<file path="config.mk">
export PLATFORM = sky130hd
export DESIGN_NAME = parking_sensor_gen
export DESIGN_NICKNAME = d
export VERILOG_FILES = /design/src/rtl/parking_sensor_gen.sv
export SDC_FILE = /design/constraint.sdc
export NUM_CORES = 1
export LEC_CHECK = 0
export ABC_AREA = 1
export CAP_MARGIN = 20
export CORE_UTILIZATION = 58
export DETAILED_ROUTE_END_ITERATION = 10
export PLACE_DENSITY = 0.87
export SYNTH_ARGS = -nofsm -noshare
export SYNTH_HDL_FRONTEND = slang
export SYNTH_SLANG_ARGS = --single-unit
</file>
<file path="constraint.sdc">
create_clock -name clk -period 4.8 [get_ports clk]
set_clock_uncertainty 0.15 [all_clocks]
set_input_delay 1.44 -clock clk [delete_from_list [all_inputs] [get_ports clk]]
set_output_delay 1.44 -clock clk [all_outputs]
set_load 0.05 [all_outputs]
</file>
<file path="src/rtl/parking_sensor_gen.sv">
// -----------------------------------------------------------------------------
// parking_sensor_gen
//
// Generates the two-sensor pattern that a car makes while passing through a
// parking-garage gate. There is an outer (entry-side) beam and an inner
// (exit-side) beam. Each request steps through three phases of equal length:
//   enter : 10 -> 11 -> 01   ({in_sig,out_sig})
//   exit  : 01 -> 11 -> 10
// A normal sequence ends with a done pulse and bumps the matching event counter.
// An abort ends it early with an aborted pulse and leaves both counters alone.
//
// Parameters
//   DWELL_W   width of the per-phase dwell count
//   CNT_W     width of the enter / exit event counters
//
// Ports
//   clk        in   clock, rising edge
//   rst        in   synchronous active-high reset
//   start      in   request one sequence (only sampled while idle)
//   dir        in   0 = enter, 1 = exit (latched with start)
//   dwell      in   cycles per phase, 0 treated as 1 (latched with start)
//   abort      in   cancel the running sequence (ignored while idle)
//   in_sig     out  registered outer-sensor drive
//   out_sig    out  registered inner-sensor drive
//   busy       out  high while a phase is being driven
//   done       out  one-cycle pulse on normal completion
//   aborted    out  one-cycle pulse on cancellation
//   enter_cnt  out  completed enter sequences (wraps)
//   exit_cnt   out  completed exit sequences (wraps)
// -----------------------------------------------------------------------------
module parking_sensor_gen #(
    parameter int DWELL_W = 8,
    parameter int CNT_W   = 8
) (
    input  logic               clk,
    input  logic               rst,
    input  logic               start,
    input  logic               dir,
    input  logic [DWELL_W-1:0] dwell,
    input  logic               abort,
    output logic               in_sig,
    output logic               out_sig,
    output logic               busy,
    output logic               done,
    output logic               aborted,
    output logic [CNT_W-1:0]   enter_cnt,
    output logic [CNT_W-1:0]   exit_cnt
);

    typedef enum logic [1:0] {
        IDLE = 2'd0,
        PH1  = 2'd1,
        PH2  = 2'd2,
        PH3  = 2'd3
    } state_t;

    localparam logic [DWELL_W-1:0] DWELL_ONE = {{(DWELL_W-1){1'b0}}, 1'b1};
    localparam logic [CNT_W-1:0]   CNT_ONE   = {{(CNT_W-1){1'b0}}, 1'b1};

    // A zero dwell would leave a phase with no cycles at all, so it is
    // floored to one cycle.
    function automatic logic [DWELL_W-1:0] dwell_floor(input logic [DWELL_W-1:0] d);
        return (d == '0) ? DWELL_ONE : d;
    endfunction

    // Sensor drive for a given state and direction. The middle phase is 11 for
    // both directions, so consecutive phases only ever flip a single beam and
    // the pattern can never jump directly between 10 and 01.
    function automatic logic [1:0] phase_drive(input state_t s, input logic d);
        logic [1:0] drv;
        drv = 2'b00;
        case (s)
            PH1:     drv = d ? 2'b01 : 2'b10;
            PH2:     drv = 2'b11;
            PH3:     drv = d ? 2'b10 : 2'b01;
            default: drv = 2'b00;
        endcase
        return drv;
    endfunction

    state_t             state;
    state_t             state_nxt;
    logic [DWELL_W-1:0] tmr;
    logic [DWELL_W-1:0] tmr_nxt;
    logic [DWELL_W-1:0] dwell_q;
    logic               dir_q;

    logic               accept;
    logic               phase_end;
    logic               dir_nxt;
    logic [1:0]         drive_nxt;
    logic               busy_nxt;
    logic               done_nxt;
    logic               aborted_nxt;

    // A new request is only taken while idle; abort has no meaning there, so
    // start wins when both arrive together.
    assign accept = (state == IDLE) && start;

    // The down-counter is loaded with dwell_eff-1 on phase entry, so a phase
    // spends exactly dwell_eff cycles before the counter reads zero and the
    // FSM moves on.
    assign phase_end = (state != IDLE) && (tmr == '0);

    // ---------------------------------------------------------------- state register
    always_ff @(posedge clk) begin
        if (rst) begin
            state <= IDLE;
            tmr   <= '0;
        end else begin
            state <= state_nxt;
            tmr   <= tmr_nxt;
        end
    end

    // Request parameters are captured only on acceptance, which makes dir and
    // dwell changes during a sequence invisible to it.
    always_ff @(posedge clk) begin
        if (accept) begin
            dir_q   <= dir;
            dwell_q <= dwell_floor(dwell);
        end
    end

    // ---------------------------------------------------------------- next-state logic
    always_comb begin
        state_nxt = state;
        tmr_nxt   = tmr;
        case (state)
            IDLE: begin
                if (start) begin
                    state_nxt = PH1;
                    tmr_nxt   = dwell_floor(dwell) - DWELL_ONE;
                end
            end
            PH1, PH2, PH3: begin
                if (abort) begin
                    state_nxt = IDLE;
                    tmr_nxt   = '0;
                end else if (phase_end) begin
                    case (state)
                        PH1:     state_nxt = PH2;
                        PH2:     state_nxt = PH3;
                        default: state_nxt = IDLE;
                    endcase
                    tmr_nxt = (state == PH3) ? '0 : (dwell_q - DWELL_ONE);
                end else begin
                    tmr_nxt = tmr - DWELL_ONE;
                end
            end
            default: begin
                state_nxt = IDLE;
                tmr_nxt   = '0;
            end
        endcase
    end

    // ---------------------------------------------------------------- output logic
    // Outputs are computed from the upcoming state and then registered, so the
    // drive seen in a cycle always matches the state held in that cycle.
    always_comb begin
        dir_nxt     = accept ? dir : dir_q;
        drive_nxt   = phase_drive(state_nxt, dir_nxt);
        busy_nxt    = (state_nxt != IDLE);
        // Abort on the final PH3 cycle takes priority over completion.
        done_nxt    = (state == PH3) && phase_end && !abort;
        aborted_nxt = (state != IDLE) && abort;
    end

    // ---------------------------------------------------------------- output registers
    always_ff @(posedge clk) begin
        if (rst) begin
            in_sig    <= 1'b0;
            out_sig   <= 1'b0;
            busy      <= 1'b0;
            done      <= 1'b0;
            aborted   <= 1'b0;
            enter_cnt <= '0;
            exit_cnt  <= '0;
        end else begin
            in_sig  <= drive_nxt[1];
            out_sig <= drive_nxt[0];
            busy    <= busy_nxt;
            done    <= done_nxt;
            aborted <= aborted_nxt;
            // Counters move on the same edge that raises done and simply wrap.
            if (done_nxt && !dir_q) begin
                enter_cnt <= enter_cnt + CNT_ONE;
            end
            if (done_nxt && dir_q) begin
                exit_cnt <= exit_cnt + CNT_ONE;
            end
        end
    end

endmodule
</file>
==> impl_results.md, run 1 <==
* Outcome: finished, final reports clean
* Die footprint at 4330 um^2
* Maximum clock frequency at 288 MHz
* CTS clk-pin slew, worst paths at 0.08 ns
* Total Wirelength at 5380 um
* Post-Synth XOR/XNOR Area at 4.82%
* DR iter-0 viols at 246
* Pin count of the biggest net entering global routing at 17
* Seq/Total Area, Yosys at 37.3%
* PwrDens at 287 nW/um^2
* Max Root-Sink Buffers at 2
* DP Cell Count at 412
* Worst path cell trace: clkdlybuf4s50_1 -> nor2_1 -> nand4_1 -> nand2_1 -> inv_1 -> ha_1 -> inv_1 -> nor2_1 -> or2_2 -> nand2_1 -> o21ai_0 -> inv_1 -> a21oi_1
* H-tree depth at 2
* CTS buffer count at 5
* Final Hold Viols at 0
* Core ar. at 3770 um^2
* Grt ovf at 0
* Mux cell area share after synthesis at 0%
* Avg Cell Area, Syn at 6.89 um^2
* GR Util All Layers at 27.4%
* Clock Latency Late Sink at 0.29 ns
* Post-CTS Resized at 0
* Ranking of synthesized cells by area: dfxtp_1 (27%), nand2_1 (12%), edfxtp_1 (10%)
* Lkg Pwr at 1.25 nW
* Detail Route Antenna Nets at 0
* Die X at 65.8 um
* Initial Util at 62.6%
* Worst-Margin Slew at 0.556 ns
* Final Critical Period at 3.47 ns
* Max-slew violation count at 0
* Share of cells above drive strength 1 at 7.26%
* Main synth FF type: dfxtp_1
* WL/cell at 12.8 um
* RR Startpoint: state[0]$_SDFF_PP0_
* Most frequent CP cell: inv_1
* VDD IR max at 0.000261 V
* Crit Path Class: in2reg
* Post-synth EDFFs at 8
* Setup TNS Final at 0 ns
* Largest family of logic cells by synthesized area: simple AND/OR/NAND/NOR gates
* Max FO, Critical Path at 5
* TritonCTS clock tree: yes
* Initial antenna violation count at 0
* HPWL Detailed at 4060 um
* First-pass DRT Iterations at 5
* Slew HR at 62.8%
* Final period utilization at 72.3%
* # diodes at 0
* Boundary Pins at 34
* RePlAce Congestion at 0.926
* Area share of the leading cell type in the synthesized netlist at 27.1%
* CP Capture Type: flip-flop
* CP max stage cell: clkdlybuf4s50_1
* WP data required at 4.81 ns
* Via density at 5.40
* Asr flop ratio synth at 0%
* Synth Area in Simple Gates at 31.8%
* Worst hold start: enter_cnt[6]$_SDFFE_PP0P_
* Slowest stage delay, CP at 0.47 ns
* CTS sink cnt at 40
* Area growth from synthesis to layout at 18.2%
* Post-CTS Setup Bufs at 0
* Max Cap Viol at 0
* Post-Synth Adder-Cell Area at 4.24%
* Vias post-DR at 2266
* I/O Buffers at 33
* RSZ-0062 raised after global routing: no
* Crit start category: primary input
* Synth area leader: dfxtp_1
* Post-Syn Area at 2360 um^2
* Hold_buf cts at 0
* Critical Path Start: dwell[2]
* Clock Tree Root: clkbuf_8
* Syn Nets at 364
* Row cnt at 22
* Vias in the first global route at 2015
* HP Class: reg2reg
* DRC errors left at 0
* Cell Count, Final, Fillers Out at 420
* Finish-stage setup viols at 0
* Critical path arrival at 3.48 ns
* Final net count at 392
* Synthesized flop and latch total at 40
* Mapped Cells at 343
* First-pass GRT wire length at 8970 um
* Synth cell types at 29
* Syn. warnings at 0
* Die height at 65.8 um
* Post-synthesis compound-gate area fraction at 10.3%
-- power breakdown --
| group | leakage [nW] | internal (mW) | switching, mW |
|---|---|---|---|
| Combinational | 0.862 | 0.0665 | 0.124 |
| Clock | 0.0479 | 0.101 | 0.123 |
| Sequential | 0.338 | 0.367 | 0.0195 |
-- state kept, by name, indices dropped and copies added (netlist names) --
register	flops
state	2
enter_cnt	8
dwell_q	8
exit_cnt	8
dir_q	1
tmr	8
done	1
busy	1
in_sig	1
aborted	1
out_sig	1
-- kinds of logic after synthesis --
logic type / count (synthesis)
simple gates: 167
compound gates: 46
flops: 40
xor+xnor: 13
fa+ha+maj: 8
buf+inv: 69
-- worst paths after layout --
path | to | slack, ns | cells past startpoint
min | enter_cnt[6]$_SDFFE_PP0P_ | 0.36 | 2
min reg2reg | enter_cnt[6]$_SDFFE_PP0P_ | 0.36 | 2
max | tmr[6]$_SDFFE_PP0P_ | 1.33 | 13
max reg2reg | enter_cnt[2]$_SDFFE_PP0P_ | 2.52 | 10
-- Yosys cell counts, drive strengths merged (4+ instances only) --
cell / number
a21oi: 22
clkbuf: 10
dfxtp: 32
edfxtp: 8
ha: 8
inv: 55
nand2: 81
nand3: 32
nand4: 7
nor2: 38
nor3: 5
o21ai: 19
xnor2: 4
xor2: 9
-- metal layers --
layer | GRT usage, % | up-vias | part of all wire [%]
met3 | 4.83 | 7 | 7.1
met1 | 37.1 | 1024 | 45
met2 | 44.5 | 89 | 47
met4 | 7.34 | 0 | 1.2
li1 | - | 1146 | -
met5 | 0 | - | 0
-- metrics by stage --
stage,util (%),power (mW),area (um^2),setup slack (ns),hold WS [ns]
3_5_place_dp,71.7,0.580,2710,1.03,0.349
2_1_floorplan,-,0.528,2360,1.83,0.313
6_report,74.1,0.801,2790,1.33,0.357
5_1_grt,74.1,0.845,2790,1.16,0.380
4_1_cts,74.1,0.801,2790,1.35,0.360
3_3_place_gp,71.7,0.575,2710,1.18,0.332
-- area by class of cell --
class | instances | area (um^2)
multi-input combinational | 234 | 1210
timing repair buffer | 33 | 330
fill | 284 | 978
clock inverter | 3 | 18.8
clock buffer | 5 | 68.8
sequential | 40 | 881
inverter | 57 | 224
tap | 48 | 60.1
-- worst max-delay path: cells and delay by family --
kind	cells	cell delay (ns)
AOI/OAI and AO/OA	2	0.13
buffers and inverters	4	0.69
adders and majority gates	1	0.23
and+or+nand+nor	6	0.99
-- cells in the final DEF (no fill, tap or decap) --
master            n
clkinv_2          2
edfxtp_1          8
a31oi_1           2
xor2_1            9
clkdlybuf4s50_1  33
o21ai_2           1
or2_2             1
a21oi_1          22
nor2_2            4
nand2_2           2
xnor2_1           4
o31ai_1           1
o211ai_1          2
ha_1              8
nor3_4            1
nand2_1          77
nor2_1           33
inv_2             5
nand2_4           2
nor3_1            4
dfxtp_1          32
clkbuf_8          5
nand3b_1          2
or2_1             1
clkinv_4          3
inv_1            50
nand4_1           7
o21ai_0          18
nand3_1          32
nor2_4            1
(Power assumes the default switching activity.)
==> run 2: changes to the inputs <==
--- a/config.mk
+++ b/config.mk
@@ -7,9 +7,9 @@
 export LEC_CHECK = 0
 export ABC_AREA = 1
 export CAP_MARGIN = 20
-export CORE_UTILIZATION = 58
+export CORE_UTILIZATION = 49
 export DETAILED_ROUTE_END_ITERATION = 10
-export PLACE_DENSITY = 0.87
+export PLACE_DENSITY = 0.79
 export SYNTH_ARGS = -nofsm -noshare
 export SYNTH_HDL_FRONTEND = slang
 export SYNTH_SLANG_ARGS = --single-unit
==> constraint.sdc (replaced) <==
create_clock -name clk -period 2.94 [get_ports clk]
set_clock_uncertainty 0.15 [all_clocks]
set_input_delay 0.882 -clock clk [delete_from_list [all_inputs] [get_ports clk]]
set_output_delay 0.882 -clock clk [all_outputs]
set_load 0.05 [all_outputs]
==> run 2 against run 1 <==
Critical path depth stayed put. Combinational power is 71% higher. Final area is 2.9% higher. Non-clock buffer count is 8 higher. Die area is 18% higher. Sequential share of layout area is 0.88 points lower. Wire length is 3.8% higher. Via count is 0.49% higher. Setup slack worse by 1.0 ns. Power is 70% higher. Flip-flop and latch count stayed put. Register-to-register slack worse by 1.9 ns.
==> impl_results.md, run 2 (synthesis gave the netlist of run 1 again) <==
* Outcome: finished, final reports clean
* Crit start category: primary input
* Placement Setup Slack at 0.0198 ns
* Most frequent cells in the layout: nand2_1 (77), inv_1 (50), nor2_1 (33), clkdlybuf4s50_1 (33)
* Multi-input gate area at 1210 um^2
* GR Util All Layers at 23.8%
* First-pass GRT wire length at 9560 um
* Crit path max-delay family: simple AND/OR/NAND/NOR gates
* Worst path cell trace: clkdlybuf4s50_1 -> nor2_1 -> nand4_1 -> nand2_1 -> inv_1 -> ha_1 -> inv_1 -> nor2_1 -> or2_2 -> nand2_1 -> o21ai_0 -> inv_1 -> a21oi_1
* DR iter-0 viols at 229
* CTS sink cnt at 40
* TritonCTS clock tree: yes
* Post-route setup slack at 0.284 ns
* Initial Util at 52.4%
* Share of cells above drive strength 1 at 8.95%
* # diodes at 0
* Max Cap Viol at 0
* Cell Count, Final, Fillers Out at 432
* Slew HR at 66.3%
* Core ar. at 4500 um^2
* Max Root-Sink Buffers at 2
* Pin count of the biggest net entering global routing at 17
* Final net count at 400
* Lkg Pwr at 1.29 nW
* WL/cell at 12.9 um
* Fin util at 63.8%
* Max FO, Critical Path at 3
* Boundary Pins at 34
* CP Capture Type: flip-flop
* Grt ovf at 0
* Design Power at 1.36 mW
* I/O Buffers at 33
* Die footprint at 5100 um^2
* Area growth from synthesis to layout at 21.6%
* Hold Path Depth at 2
* Final instance area at 2870 um^2
* CTS buffer count at 5
* Final period utilization at 90.3%
* Final Critical Period at 2.66 ns
* Seq. cell area at 881 um^2
* Most frequent CP cell: inv_1
* Path depth of the worst reg2reg path at 10
* Maximum clock frequency at 377 MHz
* Clock Latency Late Sink at 0.29 ns
* Commonest non-fill, non-tap cell in the layout: nand2_1
* WP depth at 13
* Row cnt at 24
* Die height at 71.4 um
* DP Cell Count at 424
* Slowest stage delay, CP at 0.43 ns
* Vias post-DR at 2277
* Detail Route Antenna Nets at 0
* RePlAce Congestion at 0.932
* Setup TNS Final at 0 ns
* Final Hold Viols at 0
* Worst-Margin Slew at 0.504 ns
* Cell Area, Placed at 2770 um^2
* Via density at 5.27
* RR Startpoint: state[0]$_SDFF_PP0_
* WP data required at 2.97 ns
* PwrDens at 475 nW/um^2
* First-pass DRT Iterations at 5
* Worst hold start: enter_cnt[7]$_SDFFE_PP0P_
* Max-slew violation count at 0
* CTS clk-pin slew, worst paths at 0.08 ns
* HPWL Detailed at 4150 um
* Clock Tree Root: clkbuf_8
* Critical path arrival at 2.69 ns
* VDD IR max at 0.000367 V
* Total Wirelength at 5580 um
* Finish-stage setup viols at 0
* Initial antenna violation count at 0
* Hold_buf cts at 0
* Crit Path Class: in2reg
* Post-CTS Resized at 0
* RSZ-0062 raised after global routing: no
* DRC errors left at 0
* Hold slack at 0.358 ns
* Fill cell count at 408
* HP Class: reg2reg
* CP max stage cell: clkdlybuf4s50_1
* Buffer and inverter count on the worst path at 4
* Die X at 71.4 um
* H-tree depth at 2
* Critical Path Start: dwell[2]
* Post-CTS Setup Bufs at 0
* Vias in the first global route at 2128
-- run 2: worst reg2reg max path: stages (launching register included) --
cell      delay, ns
dfxtp_1        0.37
inv_1          0.08
ha_1           0.34
nor3_1         0.30
nand2_2        0.26
nor3_4         0.28
nand2_4        0.14
clkinv_4       0.10
nand3_1        0.07
nand2_1        0.08
nor2_1         0.05
-- run 2: worst paths after layout --
kind	to	slack, ns
worst max-delay path	tmr[6]$_SDFFE_PP0P_	0.28
worst min-delay path	enter_cnt[7]$_SDFFE_PP0P_	0.36
worst max register to register	exit_cnt[3]$_SDFFE_PP0P_	0.61
worst min register to register	enter_cnt[7]$_SDFFE_PP0P_	0.36
-- run 2: metal layers --
layer  part of all wire, %  track usage (%)  wire (um)
met1                    46             32.0       2560
met2                    45             38.6       2530
met3                   6.5             3.66        361
met4                   2.3             9.11        131
met5                     0                0          0
-- run 2: cell type report --
| cell class | instances | share of cell area [%] |
|---|---|---|
| Clock buffer | 7 | 3.40 |
| Clock inverter | 1 | 0.174 |
| Inverter | 57 | 7.80 |
| Multi-Input combinational cell | 234 | 42.1 |
| Sequential cell | 40 | 30.7 |
| Tap cell | 52 | 2.26 |
| Timing Repair Buffer | 41 | 13.6 |
-- run 2: report_power, final --
part / internal (mW) / total, mW / switching [mW]
sequential: 0.599 / 0.629 / 0.0301
combinational: 0.116 / 0.325 / 0.209
clock: 0.218 / 0.410 / 0.192
==> run 3: changes to the inputs <==
--- a/config.mk
+++ b/config.mk
@@ -8,8 +8,10 @@
 export ABC_AREA = 1
 export CAP_MARGIN = 20
 export CORE_UTILIZATION = 49
+export CTS_CLUSTER_SIZE = 25
 export DETAILED_ROUTE_END_ITERATION = 10
 export PLACE_DENSITY = 0.79
+export SKIP_LAST_GASP = 1
 export SYNTH_ARGS = -nofsm -noshare
 export SYNTH_HDL_FRONTEND = slang
 export SYNTH_SLANG_ARGS = --single-unit
==> results of run 3 <==
The final DEF is identical to that of run 2; final timing and power are the same.
